<file path="src/rtl/aes_pkg.sv">
// rtl/aes_pkg.sv - shared constants and FSM state type for the AES-128 round controller
// Purpose : block/round widths and the controller state enumeration, shared by
//           the controller, its interface and any wrapper that pairs it with a datapath.
// Ports   : none (package).
package aes_pkg;

   localparam int BLOCK_W    = 128;
   localparam int NUM_ROUNDS = 10;
   localparam int ROUND_W    = 5;

   typedef enum logic [1:0] {
      ST_IDLE = 2'd0,
      ST_RUN  = 2'd1,
      ST_DONE = 2'd2
   } aes_state_e;

endpackage

</file>
<file path="src/rtl/aes_round_ctrl_if.sv">
// rtl/aes_round_ctrl_if.sv - handshake and datapath bundle of the AES-128 round controller
// Purpose : groups the input/output handshakes and the external round-datapath port.
// Signals : in_valid/in_ready/plaintext/key  - block intake handshake
//           out_valid/out_ready/ciphertext   - result handshake
//           abort, busy                      - cancel request and activity flag
//           dp_round/dp_state/dp_key         - controller -> datapath
//           dp_out/dp_key_next               - datapath -> controller (combinational)
// Modports: slave  - the controller side
//           master - the producer/consumer plus datapath side
interface aes_round_ctrl_if import aes_pkg::*; ();

   logic                 in_valid;
   logic                 in_ready;
   logic [0:BLOCK_W-1]   plaintext;
   logic [0:BLOCK_W-1]   key;
   logic                 abort;
   logic                 out_valid;
   logic                 out_ready;
   logic [0:BLOCK_W-1]   ciphertext;
   logic                 busy;
   logic [0:ROUND_W-1]   dp_round;
   logic [0:BLOCK_W-1]   dp_state;
   logic [0:BLOCK_W-1]   dp_key;
   logic [0:BLOCK_W-1]   dp_out;
   logic [0:BLOCK_W-1]   dp_key_next;

   modport slave (
      input  in_valid, plaintext, key, abort, out_ready, dp_out, dp_key_next,
      output in_ready, out_valid, ciphertext, busy, dp_round, dp_state, dp_key
   );

   modport master (
      output in_valid, plaintext, key, abort, out_ready, dp_out, dp_key_next,
      input  in_ready, out_valid, ciphertext, busy, dp_round, dp_state, dp_key
   );

endinterface

</file>
<file path="src/rtl/aes_round_ctrl.sv">
// rtl/aes_round_ctrl.sv - AES-128 iterative round sequencer driving an external round datapath
// Purpose : accepts a plaintext/key pair, steps an external round datapath through
//           rounds 0..10 (one round per cycle), holds the result until consumed.
// Ports   : clk   - sole clock, rising edge
//           rst_n - asynchronous active-low reset
//           bus   - aes_round_ctrl_if.slave (handshakes, abort, busy, datapath port)
module aes_round_ctrl import aes_pkg::*; (
   input  logic             clk,
   input  logic             rst_n,
   aes_round_ctrl_if.slave  bus
);

   localparam logic [ROUND_W-1:0] LAST_RND = ROUND_W'(NUM_ROUNDS);

   aes_state_e           st_q;
   logic [ROUND_W-1:0]   rnd_q;
   logic [0:BLOCK_W-1]   state_q;
   logic [0:BLOCK_W-1]   key_q;
   // Low through reset and for the first edge after it, so in_ready stays low
   // while rst_n is asserted even though the FSM already sits in IDLE.
   logic                 alive_q;

   always_ff @(posedge clk or negedge rst_n) begin
      if (!rst_n) begin
         st_q    <= ST_IDLE;
         rnd_q   <= '0;
         state_q <= '0;
         key_q   <= '0;
         alive_q <= 1'b0;
      end else begin
         alive_q <= 1'b1;
         case (st_q)
            ST_IDLE: begin
               // abort is deliberately not looked at here
               if (bus.in_valid && alive_q) begin
                  st_q    <= ST_RUN;
                  state_q <= bus.plaintext;
                  key_q   <= bus.key;
                  rnd_q   <= '0;
               end
            end
            ST_RUN: begin
               if (bus.abort) begin
                  st_q  <= ST_IDLE;
                  rnd_q <= '0;
               end else begin
                  state_q <= bus.dp_out;
                  // round 0 is the plain AddRoundKey with the cipher key itself,
                  // so the schedule only advances from round 1 onwards
                  if (rnd_q != '0) begin
                     key_q <= bus.dp_key_next;
                  end
                  if (rnd_q == LAST_RND) begin
                     st_q  <= ST_DONE;
                     rnd_q <= '0;
                  end else begin
                     rnd_q <= rnd_q + 1'b1;
                  end
               end
            end
            ST_DONE: begin
               if (bus.abort || bus.out_ready) begin
                  st_q <= ST_IDLE;
               end
            end
            default: begin
               st_q  <= ST_IDLE;
               rnd_q <= '0;
            end
         endcase
      end
   end

   wire run  = (st_q == ST_RUN);
   wire done = (st_q == ST_DONE);

   assign bus.in_ready   = alive_q && (st_q == ST_IDLE);
   assign bus.busy       = (st_q != ST_IDLE);
   assign bus.out_valid  = done;
   assign bus.ciphertext = done ? state_q : '0;
   assign bus.dp_round   = run ? rnd_q : '0;
   assign bus.dp_state   = run ? state_q : '0;
   assign bus.dp_key     = run ? key_q : '0;

endmodule

</file>
<file path="src/flat_wrapper.sv">
// flat-port wrapper written by rule: the top's interface ports become plain ports
module aes_round_ctrl_flat import aes_pkg::*;
  (clk, rst_n, bus_in_valid, bus_plaintext, bus_key, bus_abort, bus_out_ready, bus_dp_out, bus_dp_key_next, bus_in_ready, bus_out_valid, bus_ciphertext, bus_busy, bus_dp_round, bus_dp_state, bus_dp_key);
  aes_round_ctrl_if bus_i ();
  input  logic clk;
  input  logic rst_n;
  input wire logic [$bits(bus_i.in_valid)-1:0] bus_in_valid;
  input wire logic [$bits(bus_i.plaintext)-1:0] bus_plaintext;
  input wire logic [$bits(bus_i.key)-1:0] bus_key;
  input wire logic [$bits(bus_i.abort)-1:0] bus_abort;
  input wire logic [$bits(bus_i.out_ready)-1:0] bus_out_ready;
  input wire logic [$bits(bus_i.dp_out)-1:0] bus_dp_out;
  input wire logic [$bits(bus_i.dp_key_next)-1:0] bus_dp_key_next;
  output wire logic [$bits(bus_i.in_ready)-1:0] bus_in_ready;
  output wire logic [$bits(bus_i.out_valid)-1:0] bus_out_valid;
  output wire logic [$bits(bus_i.ciphertext)-1:0] bus_ciphertext;
  output wire logic [$bits(bus_i.busy)-1:0] bus_busy;
  output wire logic [$bits(bus_i.dp_round)-1:0] bus_dp_round;
  output wire logic [$bits(bus_i.dp_state)-1:0] bus_dp_state;
  output wire logic [$bits(bus_i.dp_key)-1:0] bus_dp_key;
  assign bus_i.in_valid = bus_in_valid;
  assign bus_i.plaintext = bus_plaintext;
  assign bus_i.key = bus_key;
  assign bus_i.abort = bus_abort;
  assign bus_i.out_ready = bus_out_ready;
  assign bus_i.dp_out = bus_dp_out;
  assign bus_i.dp_key_next = bus_dp_key_next;
  assign bus_in_ready = bus_i.in_ready;
  assign bus_out_valid = bus_i.out_valid;
  assign bus_ciphertext = bus_i.ciphertext;
  assign bus_busy = bus_i.busy;
  assign bus_dp_round = bus_i.dp_round;
  assign bus_dp_state = bus_i.dp_state;
  assign bus_dp_key = bus_i.dp_key;
  aes_round_ctrl u_core (.clk(clk), .rst_n(rst_n), .bus(bus_i));
endmodule
</file>
<file path="config.mk">
export PLATFORM = sky130hd
export DESIGN_NAME = aes_round_ctrl_flat
export DESIGN_NICKNAME = d
export VERILOG_FILES = /design/src/rtl/aes_pkg.sv /design/src/rtl/aes_round_ctrl_if.sv /design/src/rtl/aes_round_ctrl.sv /design/src/flat_wrapper.sv
export SDC_FILE = /design/constraint.sdc
export NUM_CORES = 1
export LEC_CHECK = 0
export CAP_MARGIN = 20
export CORE_AREA = 3 3 349 351
export DETAILED_ROUTE_END_ITERATION = 7
export DIE_AREA = 0 0 352 354
export GPL_TIMING_DRIVEN = 0
export HOLD_SLACK_MARGIN = 0.06
export PLACE_DENSITY_LB_ADDON = 0.15
export RECOVER_POWER = 100
export SYNTH_ARGS = -nofsm -noshare
export SYNTH_HDL_FRONTEND = slang
export SYNTH_SLANG_ARGS = --single-unit
</file>
<file path="constraint.sdc">
create_clock -name clk -period 2.17 [get_ports clk]
set_clock_uncertainty 0.15 [all_clocks]
set_input_delay 0.5425 -clock clk [delete_from_list [all_inputs] [get_ports clk]]
set_output_delay 0.5425 -clock clk [all_outputs]
set_load 0.005 [all_outputs]
</file>
==> summary.md, run 1 <==
| Metric | Value |
|---|---|
| Status | complete, but fails checks |
| Failing checks | setup timing |
| Instance area after placement | 27,600 um^2 |
| Fin Hold WS | 0.350 ns |
| Final Max Slew Viols | 0 |
| Vias in the first global route | 16.4k |
| TritonCTS clock tree | built |
| GRT Util Overall | 0.137 |
| Post-synth top area share | 0.402 |
| Max frequency | 0.334 GHz |
| Reg clk slew, reported paths | 0.06 ns |
| P_leak | 14.4 nW |
| GR Layer Usage met1 | 0.148 |
| Core area | 119,000 um^2 |
| Yosys reg bits | roughly 260 |
| Clk pwr share | 0.279 |
| Req. time, crit path | 1.48 ns |
| Final wirelength | 91,000 um |
| Wire length per cell | 22.2 um |
| Worst-skew pair later-pin latency | 0.57 ns |
| Sw Ratio | 0.288 |
| Peak supply drop | 0.442 mV |
| First-pass GRT wire length | 124,000 um |
| Post-Syn Area | 16,400 um^2 |
| Die height | 354 um |
| Initial antenna violation count | 20 |
| CP Max Fanout | 7 |
| Die Wd | around 350 um |
| Post-DP HPWL | about 70,000 um |
| H-tree levels | 2 |
| Critical path class | register to primary output |
| CP max-delay cell | dfrtp_2 |
| Combinational Power Share | 0.396 |
| Worst-Margin Slew | 1.15 ns |
| Die area | 125,000 um^2 |
| Post-synth cell types | 35 |
| Internal power | roughly 0.017 W |
| Crit path max-delay family | buffers and inverters |
| CP cell instances | and2b_4 > buf_12 > buf_16 > buf_8 > buf_8 > buf_6 > buf_6 > buf_6 > and2_4 > buf_6 |
| Setup crit end kind | primary output |
| Avg Cell Area, Syn | 12.6 um^2 |
| Ys Warns | 0 |
| Met3 Use GR | 0.0460 |
| Finish-stage setup viols | 631 |
| Final hold vios | 0 |
| Flop-to-flop setup slack | -0.37 ns |
| Tot Pwr | 0.0237 W |
| First drt pass iteration count | 4 |
| Synth area leaders | dfrtp_1 40%, mux2_2 27%, and2_1 15% |
| Clock Path Buffers | 3 |
| 1st-iter DRT viols | 342 |
| CTS root buf | clkbuf_16 |
| Busiest grt layer | met2 |
| Layout Utilization | 0.278 |
| Nets | 2,980 |
| Number of top-level pins | ~910 |
| Std-Cell Rows | 127 |
| Gpl congestion | 0.852 |
| Final WS setup | -0.827 ns |
| Crit path largest cell delay | 0.42 ns |
| # clock sinks | between 200 and 300 |
| Minimum clock period | about 3.0 ns |
| Sequential share of the synthesized area | 0.402 |
| Via density | 3.57 |
| Area leader, netlist | dfrtp_1 |
| DR vias | 14.7k |
| Final period util | 1.38 |
| RSZ-0062 raised after global routing | yes |
| Layout cells sized above 1 | 0.644 |
| Relative slew slack | 0.231 |
| Pin count of the biggest net entering global routing | 101 |
| Most used cell along the critical path | buf_6 |
| Worst path bufs/invs | 8 |
| PortBufs | 908 |
| Initial Utilization | 0.138 |
| Switching Power | around 0.007 W |
| Syn Inst Count | between 1k and 1.5k |
| Num CTS Buffers | 39 |
| GRT met2 Usage | 0.261 |
| P&R area growth vs syn | 102% |
| Max cap viols | 0 |
| DRC Markers | 0 |
| Hold crit path type | register to register |
| Startpoint types | register |
| Data arrival, critical path | 2.30 ns |
| Gr ovfl total | 0 |
| Syn nets | 1,823 |
| Power per cell area | around 710 nW/um^2 |
| Reg power frac | 0.325 |
| Final instance area | 33,200 um^2 |
| Antenna Nets Post-Route | 0 |
## cell type report
cell class                 count  area, um^2
multi-input combinational    936        9770
inverter                       4        15.0
buffer                        84        1290
fill                       12300       86200
sequential                   264        6610
clock buffer                  52        1100
clock inverter                15         194
antenna                        9        22.5
timing repair buffer        1131       12100
tap                         1612        2020
## cell usage in the layout (no fill, tap or decap), types with 22 or more instances in the layout
master | netlist | routed
and2_1 | 388 | 70
and2_4 | 0 | 318
buf_12 | 13 | 39
buf_2 | 4 | 40
buf_4 | 12 | 52
buf_6 | 30 | 461
buf_8 | 0 | 46
clkbuf_16 | 0 | 67
clkbuf_2 | 0 | 22
clkdlybuf4s50_1 | 0 | 515
dfrtp_1 | 264 | 263
mux2_2 | 393 | 393
mux2_4 | 120 | 120
## registers in the layout (all words and copies together) (netlist names)
name,flops
u_core.key_q,128
u_core.st_q,2
u_core.alive_q,1
u_core.rnd_q,5
u_core.state_q,128
## cell usage after synthesis
cell type and number:
mux2_2 393, and2_1 388, dfrtp_1 264, mux2_4 120
clkbuf_1 40, buf_6 30, buf_12 13, buf_4 12
nor2_1 6, buf_2 4, inv_1 4, a22o_1 3
ha_1 3, nand3_1 2, a21oi_1 1, a221o_1 1
a22oi_1 1, and2b_2 1, and2b_4 1, and3b_1 1
conb_1 1, nand2_1 1, nand2b_1 1, nand2b_4 1
nand3b_1 1, nor2b_1 1, nor3_1 1, nor4_1 1
nor4b_4 1, nor4bb_1 1, o21bai_1 1, o32ai_1 1
o32ai_4 1, or2_2 1, xnor2_1 1
## power by group through the flow
stage	logic, W	registers, W	clock network [W]
2_1_floorplan	0.00416	0.00716	0
3_3_place_gp	0.00792	0.00756	0
3_5_place_dp	0.00800	0.00759	0
4_1_cts	0.00858	0.00760	0.00695
5_1_grt	0.0100	0.00794	0.00712
6_report	0.00939	0.00771	0.00660
## metrics by stage
| stage | instances | setup TNS [ns] | setup slack, ns |
|---|---|---|---|
| floorplan | 1303 | 0 | 0.139 |
| global placement | 3823 | -4012.01 | -12.65 |
| detailed placement | 3827 | -614.91 | -1.64 |
| CTS | 4016 | -399.80 | -1.07 |
| global route | 4100 | -392.86 | -0.940 |
| finish | 4107 | -286.97 | -0.827 |
## cells by family (layout without fill, tap and decap cells)
logic type | Yosys count | count (layout) | synth area share
AO/OA/AOI/OAI | 9 | 9 | 0.00564
XOR/XNOR | 1 | 1 | 0.000533
adder cells (fa/ha/maj) | 3 | 3 | 0.00229
buffers and inverters | 103 | 1286 | 0.0532
flip-flops | 264 | 264 | 0.402
multiplexers | 513 | 513 | 0.379
other | 1 | 10 | 0.000228
AND/OR/NAND/NOR | 409 | 409 | 0.157
## repair_timing
action	in CTS	in global routing
hold endpoints to repair	68	0
hold buffers	1	0
gates cloned	12	16
endpoints found under the setup margin	606	646
resized for setup	1351	1136
setup buffers	110	107
pin swaps	53	68
## final timing paths
kind / start / endpoint / depth (start not counted)
setup / recovery: u_core.st_q[0]$_DFFE_PN0P_ / bus_dp_state[78] / 10
hold / removal: u_core.key_q[83]$_DFFE_PN0P_ / u_core.key_q[83]$_DFFE_PN0P_ / 1
setup reg to reg: u_core.st_q[0]$_DFFE_PN0P_ / u_core.state_q[50]$_DFFE_PN0P_ / 6
min in group asynchronous: rst_n / u_core.key_q[50]$_DFFE_PN0P_ / 2
hold reg to reg: u_core.key_q[83]$_DFFE_PN0P_ / u_core.key_q[83]$_DFFE_PN0P_ / 1
max in group asynchronous: rst_n / u_core.state_q[58]$_DFFE_PN0P_ / 3
## routing by layer
layer  part of all wire  wire, um
met5            0.00082        75
met4              0.020      1830
met3              0.075      6850
met2               0.53     48200
met1               0.37     34000
(Power assumes the default switching activity.)
==> inputs of run 2 (changes only) <==
--- a/config.mk
+++ b/config.mk
@@ -5,10 +5,12 @@
 export SDC_FILE = /design/constraint.sdc
 export NUM_CORES = 1
 export LEC_CHECK = 0
+export ABC_AREA = 1
 export CAP_MARGIN = 20
-export CORE_AREA = 3 3 349 351
+export CORE_AREA = 3 3 352 354
+export CTS_CLUSTER_SIZE = 14
 export DETAILED_ROUTE_END_ITERATION = 7
-export DIE_AREA = 0 0 352 354
+export DIE_AREA = 0 0 355 357
 export GPL_TIMING_DRIVEN = 0
 export HOLD_SLACK_MARGIN = 0.06
 export PLACE_DENSITY_LB_ADDON = 0.15
==> summary.md, run 2 <==
| Metric | Value |
|---|---|
| Status | complete, but fails checks |
| Failing checks | setup timing |
| Internal power | roughly 0.015 W |
| Instance area after placement | 27,000 um^2 |
| Num CTS Buffers | 40 |
| Clk pwr share | 0.266 |
| Req. time, crit path | approximately 1.5 ns |
| Wire length per cell | 21.1 um |
| Number of top-level pins | 909 |
| Max frequency | 0.349 GHz |
| Finish-stage setup viols | around 750 |
| DP Worst Slack | -1.55 ns |
| P_leak | 16.9 nW |
| Final wirelength | roughly 110,000 um |
| Area leader, netlist | dfrtp_1 |
| Minimum clock period | 2.86 ns |
| Relative slew slack | 0.0915 |
| Startpoint types | register |
| Syn Inst Count | between 2k and 3k |
| Most frequent cells in the layout | 1,169 x nand2_1, 518 x clkdlybuf4s50_1, 335 x nor2_1, 265 x inv_1, 263 x dfrtp_1 |
| Post-synth top area share | 0.418 |
| Commonest register cell after synthesis | dfrtp_1 |
| Worst-skew pair later-pin latency | 0.59 ns |
| CP max-delay cell | dfrtp_2 |
| Avg Cell Area, Syn | 6.21 um^2 |
| CP Max Fanout | 6 |
| Reg power frac | 0.316 |
| Antenna Nets Post-Route | 0 |
| H-tree levels | 2 |
| Reg clk slew, reported paths | 0.06 ns |
| Die area | 127,000 um^2 |
| Syn nets | 3,067 |
| Synth async-reset ratio | 1.00 |
| Data arrival, critical path | 2.17 ns |
| First drt pass iteration count | 5 |
| Crit path max-delay family | buffers and inverters |
| Final Max Slew Viols | 0 |
| Switching Power | 0.00959 W |
| Final period util | 1.32 |
| Std-Cell Rows | 128 |
| Hold crit path type | register to register |
| Crit path largest cell delay | 0.44 ns |
| Leading registers by flop count | u_core.key_q: 128 flops, u_core.state_q: 128 flops, u_core.rnd_q: 5 flops |
| Worst path bufs/invs | 6 |
| Layout Utilization | 0.240 |
| Worst-Margin Slew | 1.36 ns |
| Commonest non-fill, non-tap cell in the layout | nand2_1 |
| Nets | 4,045 |
| Critical path class | register to primary output |
| Layout cells sized above 1 | 0.127 |
| Peak supply drop | 0.389 mV |
| Clock Path Buffers | 3 |
| Fin Hold WS | 0.354 ns |
| Top post-synthesis cells by count | 1,169 x nand2_1, 398 x nor2_1, 267 x inv_1 |
| Combinational Power Share | 0.419 |
| Pin count of the biggest net entering global routing | between 90 and 100 |
| Vias in the first global route | 19.7k |
| RSZ-0062 raised after global routing | yes |
| # clock sinks | approximately 260 |
| Core area | ~120,000 um^2 |
| 1st-iter DRT viols | approximately 800 |
| DR vias | 19.3k |
| Initial Utilization | 0.130 |
| CTS root buf | clkbuf_16 |
| Sequential share of the synthesized area | 0.418 |
| Die height | 357 um |
| TNS Setup | -257.94 ns |
| DRC Markers | 0 |
| Via density | 3.72 |
| Yosys reg bits | around 260 |
| Gr ovfl total | 0 |
| Final WS setup | -0.694 ns |
| Power per cell area | 832 nW/um^2 |
| Post-DP HPWL | approximately 86,000 um |
| CP cell instances | nor2_4 > clkinv_4 > buf_12 > buf_8 > buf_6 > clkbuf_16 > nor2_4 > clkbuf_2 |
| Ys Warns | 0 |
| Final instance area | 29,100 um^2 |
| Post-synth cell types | 21 |
| Post-synth EDFFs | 0 |
| First-pass GRT wire length | about 150,000 um |
| Count leader, synth | nand2_1 |
| Initial antenna violation count | 28 |
| PortBufs | 908 |
| Sw Ratio | 0.396 |
| Setup crit end kind | primary output |
| Final hold vios | 0 |
| Max cap viols | 0 |
| Synth area leaders | dfrtp_1 42%, nand2_1 28%, nor2_1 9.4% |
| Gpl congestion | 0.816 |
| TritonCTS clock tree | built |
| Most used cell along the critical path | nor2_4 |
| Die Wd | 355 um |
| P&R area growth vs syn | 84.1% |
| GRT Util Overall | 0.161 |
| Post-Syn Area | 15,800 um^2 |
[run 2: final timing paths]
check	from	endpoint	slack, ns	cells after the start
max	u_core.st_q[0]$_DFFE_PN0P_	bus_ciphertext[122]	-0.69	8
min	u_core.key_q[51]$_DFFE_PN0P_	u_core.key_q[51]$_DFFE_PN0P_	0.35	2
max reg2reg	u_core.st_q[0]$_DFFE_PN0P_	u_core.key_q[70]$_DFFE_PN0P_	-0.30	6
min reg2reg	u_core.key_q[51]$_DFFE_PN0P_	u_core.key_q[51]$_DFFE_PN0P_	0.35	2
max in group asynchronous	rst_n	u_core.state_q[120]$_DFFE_PN0P_	-0.09	3
min in group asynchronous	rst_n	u_core.key_q[11]$_DFFE_PN0P_	0.70	2
[run 2: area by class of cell]
type / count / area, um^2
fill: 14000 / 92300
clock inverter: 9 / 67.6
inverter: 268 / 1010
clock buffer: 63 / 1170
buffer: 168 / 1360
tap: 1625 / 2030
multi-input combinational: 1845 / 7610
antenna: 5 / 12.5
timing repair buffer: 938 / 9240
sequential: 264 / 6610
[run 2: cells by family (layout without fill, tap and decap cells)]
| kind of cell | after synthesis | in the layout | synth area share |
|---|---|---|---|
| compound gates | 135 | 135 | 0.0431 |
| xor+xnor | 1 | 1 | 0.000554 |
| fa+ha+maj | 3 | 3 | 0.00237 |
| buf+inv | 438 | 1446 | 0.119 |
| flops | 264 | 264 | 0.418 |
| other cells | 1 | 6 | 0.000237 |
| simple gates | 1705 | 1705 | 0.416 |
[run 2: metal layers]
metal | vias to the layer above | track usage | share of wire | wire [um]
met5 | - | 0 | 0.0012 | 132
met4 | 20 | 0.0344 | 0.017 | 1810
met3 | 109 | 0.0543 | 0.082 | 8920
met2 | 685 | 0.292 | 0.50 | 55100
met1 | 8959 | 0.183 | 0.40 | 43300
li1 | 9522 | - | - | -
[run 2: power groups by stage]
stage	combinational [W]	clock [W]	sequential, W
3_3_place_gp	0.0103	0	0.00773
3_5_place_dp	0.0103	0	0.00771
6_report	0.0101	0.00643	0.00764
2_1_floorplan	0.00484	0	0.00751
4_1_cts	0.0102	0.00673	0.00764
5_1_grt	0.0114	0.00689	0.00787
[run 2: what timing repair did]
action / in CTS / in global routing
buffers inserted: 1 / 19
hold buffers: 1 / 0
pin swaps: 2 / 2
hold endpoints to repair: 76 / 0
setup endpoints to repair: 649 / 649
gates resized for setup: 390 / 560
gates cloned: 0 / 7
[run 2: through the flow]
step / cells / total power [W]
finish: 5185 / 0.0242
global route: 5183 / 0.0262
CTS: 5156 / 0.0246
detailed placement: 5082 / 0.0180
global placement: 5080 / 0.0180
floorplan: 2547 / 0.0123
[run 2: worst register-to-register path: stages (launching register included)]
cell and delay [ns]:
dfrtp_2 0.41, nor2_1 0.08, nand3_1 0.34, clkbuf_1 0.71, buf_2 0.48, nand3_1 0.12, nand2_1 0.09
==> inputs of run 3 (changes only) <==
--- a/config.mk
+++ b/config.mk
@@ -13,8 +13,10 @@
 export DIE_AREA = 0 0 355 357
 export GPL_TIMING_DRIVEN = 0
 export HOLD_SLACK_MARGIN = 0.06
+export MAX_ROUTING_LAYER = met4
 export PLACE_DENSITY_LB_ADDON = 0.15
 export RECOVER_POWER = 100
+export SLEW_MARGIN = 25
 export SYNTH_ARGS = -nofsm -noshare
 export SYNTH_HDL_FRONTEND = slang
 export SYNTH_SLANG_ARGS = --single-unit
==> summary.md, run 3 (synthesized netlist as in run 2, its figures left out) <==
| Metric | Value |
|---|---|
| Core area | 121,000 um^2 |
| Fill cells | 14.0k |
| Crit path max-delay family | buffers and inverters |
| 1st-iter DRT viols | 785 |
| Hold Path Depth | 2 |
| First drt pass iteration count | 5 |
| Post-DP HPWL | 86,200 um |
| Req. time, crit path | between 1 and 1.5 ns |
| Gr ovfl total | 0 |
| Most frequent cells in the layout | 1,169 x nand2_1, 516 x clkdlybuf4s50_1, 264 x inv_1, 263 x dfrtp_1, 260 x buf_2 |
| Reg clk slew, reported paths | 0.06 ns |
| TritonCTS clock tree | built |
| Minimum clock period | 2.73 ns |
| Max cap viols | 0 |
| # clock sinks | roughly 260 |
| Max frequency | 0.366 GHz |
| Met3 Use GR | 0.0559 |
| Startpoint types | register |
| Final instance area | 28,700 um^2 |
| DRC Markers | 0 |
| Via density | 3.68 |
| Gpl congestion | 0.828 |
| Relative slew slack | 0.298 |
| Critical path class | register to primary output |
| Hold crit path type | register to register |
| CTS root buf | clkbuf_16 |
| CP Max Fanout | 10 |
| Vias in the first global route | 19.6k |
| P_leak | 14.7 nW |
| Sw Ratio | 0.399 |
| Layout cells sized above 1 | 0.200 |
| Num CTS Buffers | 39 |
| RSZ-0062 raised after global routing | yes |
| Worst-Margin Slew | 1.05 ns |
| Worst-skew pair later-pin latency | 0.59 ns |
| Final hold vios | 0 |
| Final Max Slew Viols | 0 |
| R2R depth | 7 |
| Antenna Nets Post-Route | 0 |
| GRT Util Overall | 0.169 |
| Die Wd | ~360 um |
| Flop-to-flop setup slack | -0.40 ns |
| Status | complete, but fails checks |
| Pin count of the biggest net entering global routing | 78 |
| Worst r2r dst | u_core.key_q[72]$_DFFE_PN0P_ |
| Final WS setup | -0.561 ns |
| Crit path largest cell delay | 0.45 ns |
| Clk pwr share | 0.266 |
| Peak supply drop | ~0.43 mV |
| Die height | approximately 360 um |
| CP cell instances | nor2_4 > inv_6 > clkbuf_16 > buf_4 > buf_8 > nor2_4 > clkdlybuf4s15_2 |
| Die area | 127,000 um^2 |
| Data arrival, critical path | roughly 2 ns |
| Failing checks | setup timing |
| Instance area after placement | ~27,000 um^2 |
| First-pass GRT wire length | 149,000 um |
| H-tree levels | 2 |
| Worst path bufs/invs | 5 |
| DP Cell Count | between 5k and 6k |
| Internal power | 0.0149 W |
| Std-Cell Rows | between 100 and 150 |
| Nets | 4,047 |
| CP max-delay cell | dfrtp_2 |
| Fin cells | 5,194 |
| Final wirelength | 109,000 um |
| Power per cell area | 863 nW/um^2 |
| P&R area growth vs syn | 81.5% |
| PortBufs | slightly above 900 |
| DR vias | 19.1k |
| Busiest grt layer | met2 |
| GRT met2 Usage | 0.295 |
| Commonest non-fill, non-tap cell in the layout | nand2_1 |
| Finish-stage setup viols | between 700 and 800 |
| Wire length per cell | 21.0 um |
| Initial Utilization | 0.130 |
| Reg power frac | 0.308 |
| Combinational Power Share | 0.426 |
| Setup crit end kind | primary output |
| Number of top-level pins | 909 |
| Initial antenna violation count | 29 |
| GR Layer Usage met1 | 0.189 |
| Clock Path Buffers | 3 |
| Reg2Reg Launch Point | u_core.st_q[0]$_DFFE_PN0P_ |
| Most used cell along the critical path | nor2_4 |
| WHS Endpoint | u_core.key_q[89]$_DFFE_PN0P_ |
| Leading registers by flop count | u_core.key_q: 128 flops, u_core.state_q: 128 flops, u_core.rnd_q: 5 flops |
| Switching Power | 0.00988 W |
| Hold Startpoint | u_core.key_q[89]$_DFFE_PN0P_ |
| Final period util | 1.26 |
-- run 3: per-layer routing --
metal / vias to the layer above / share of wire
li1: 9541 / -
met1: 8810 / 0.40
met2: 665 / 0.50
met3: 102 / 0.081
met4: 0 / 0.018
met5: - / 0
-- run 3: through the flow --
| stage | total power, W | setup WS, ns | utilization | hold slack [ns] | TNS [ns] |
|---|---|---|---|---|---|
| 2_1_floorplan | 0.0123 | 0.317 | - | 0.0969 | 0 |
| 3_3_place_gp | 0.0180 | -13.68 | 0.222 | 0.342 | -4187.26 |
| 3_5_place_dp | 0.0180 | -1.57 | 0.223 | 0.343 | -608.24 |
| 4_1_cts | 0.0251 | -0.666 | 0.236 | 0.322 | -343.18 |
| 5_1_grt | 0.0268 | -0.665 | 0.236 | 0.374 | -366.66 |
| 6_report | 0.0248 | -0.561 | 0.236 | 0.352 | -247.21 |
-- run 3: worst max-delay path by stage --
stage                               startpoint                              to  depth (start not counted)
floorplan           u_core.st_q[1]$_DFFE_PN0P_                   bus_dp_key[0]                          6
finish              u_core.st_q[0]$_DFFE_PN0P_              bus_ciphertext[84]                          7
CTS                 u_core.st_q[1]$_DFFE_PN0P_                  bus_dp_key[90]                          8
global placement                         rst_n  u_core.state_q[77]$_DFFE_PN0P_                          1
detailed placement  u_core.st_q[1]$_DFFE_PN0P_                 bus_dp_state[9]                          7
global route        u_core.st_q[1]$_DFFE_PN0P_                  bus_dp_key[81]                          8
-- run 3: power groups by stage --
stage / registers (W) / logic, W / clock network (W)
2_1_floorplan: 0.00751 / 0.00484 / 0
3_3_place_gp: 0.00773 / 0.0103 / 0
3_5_place_dp: 0.00771 / 0.0103 / 0
4_1_cts: 0.00764 / 0.0105 / 0.00691
5_1_grt: 0.00786 / 0.0119 / 0.00707
6_report: 0.00763 / 0.0106 / 0.00659
-- run 3: layout make-up --
cell class                      instances  area (um^2)  share of cell area
Clock inverter                          9         76.3             0.00266
Antenna cell                           16         40.0             0.00140
Timing Repair Buffer                  941         8400               0.293
Inverter                              268         1010              0.0352
Clock buffer                           58         1190              0.0415
Sequential cell                       264         6610               0.230
Buffer                                168         1360              0.0474
Multi-Input combinational cell       1845         7980               0.278
Tap cell                             1625         2030              0.0708
-- run 3: worst register-to-register path: stages, from the launching register on --
cell and delay, ns:
dfrtp_2 0.42, buf_4 0.14, nor2_4 0.04, nand3_1 0.35, clkbuf_1 0.70, buf_2 0.47
nand3_1 0.14, nand2_1 0.09
-- run 3: repair_timing --
item	4_1_cts	5_1_grt
gates cloned	5	3
hold endpoints to repair	61	0
pin swaps	2	4
hold buffers	1	0
gates resized for setup	1180	465
setup buffers	12	9
endpoints found under the setup margin	649	650
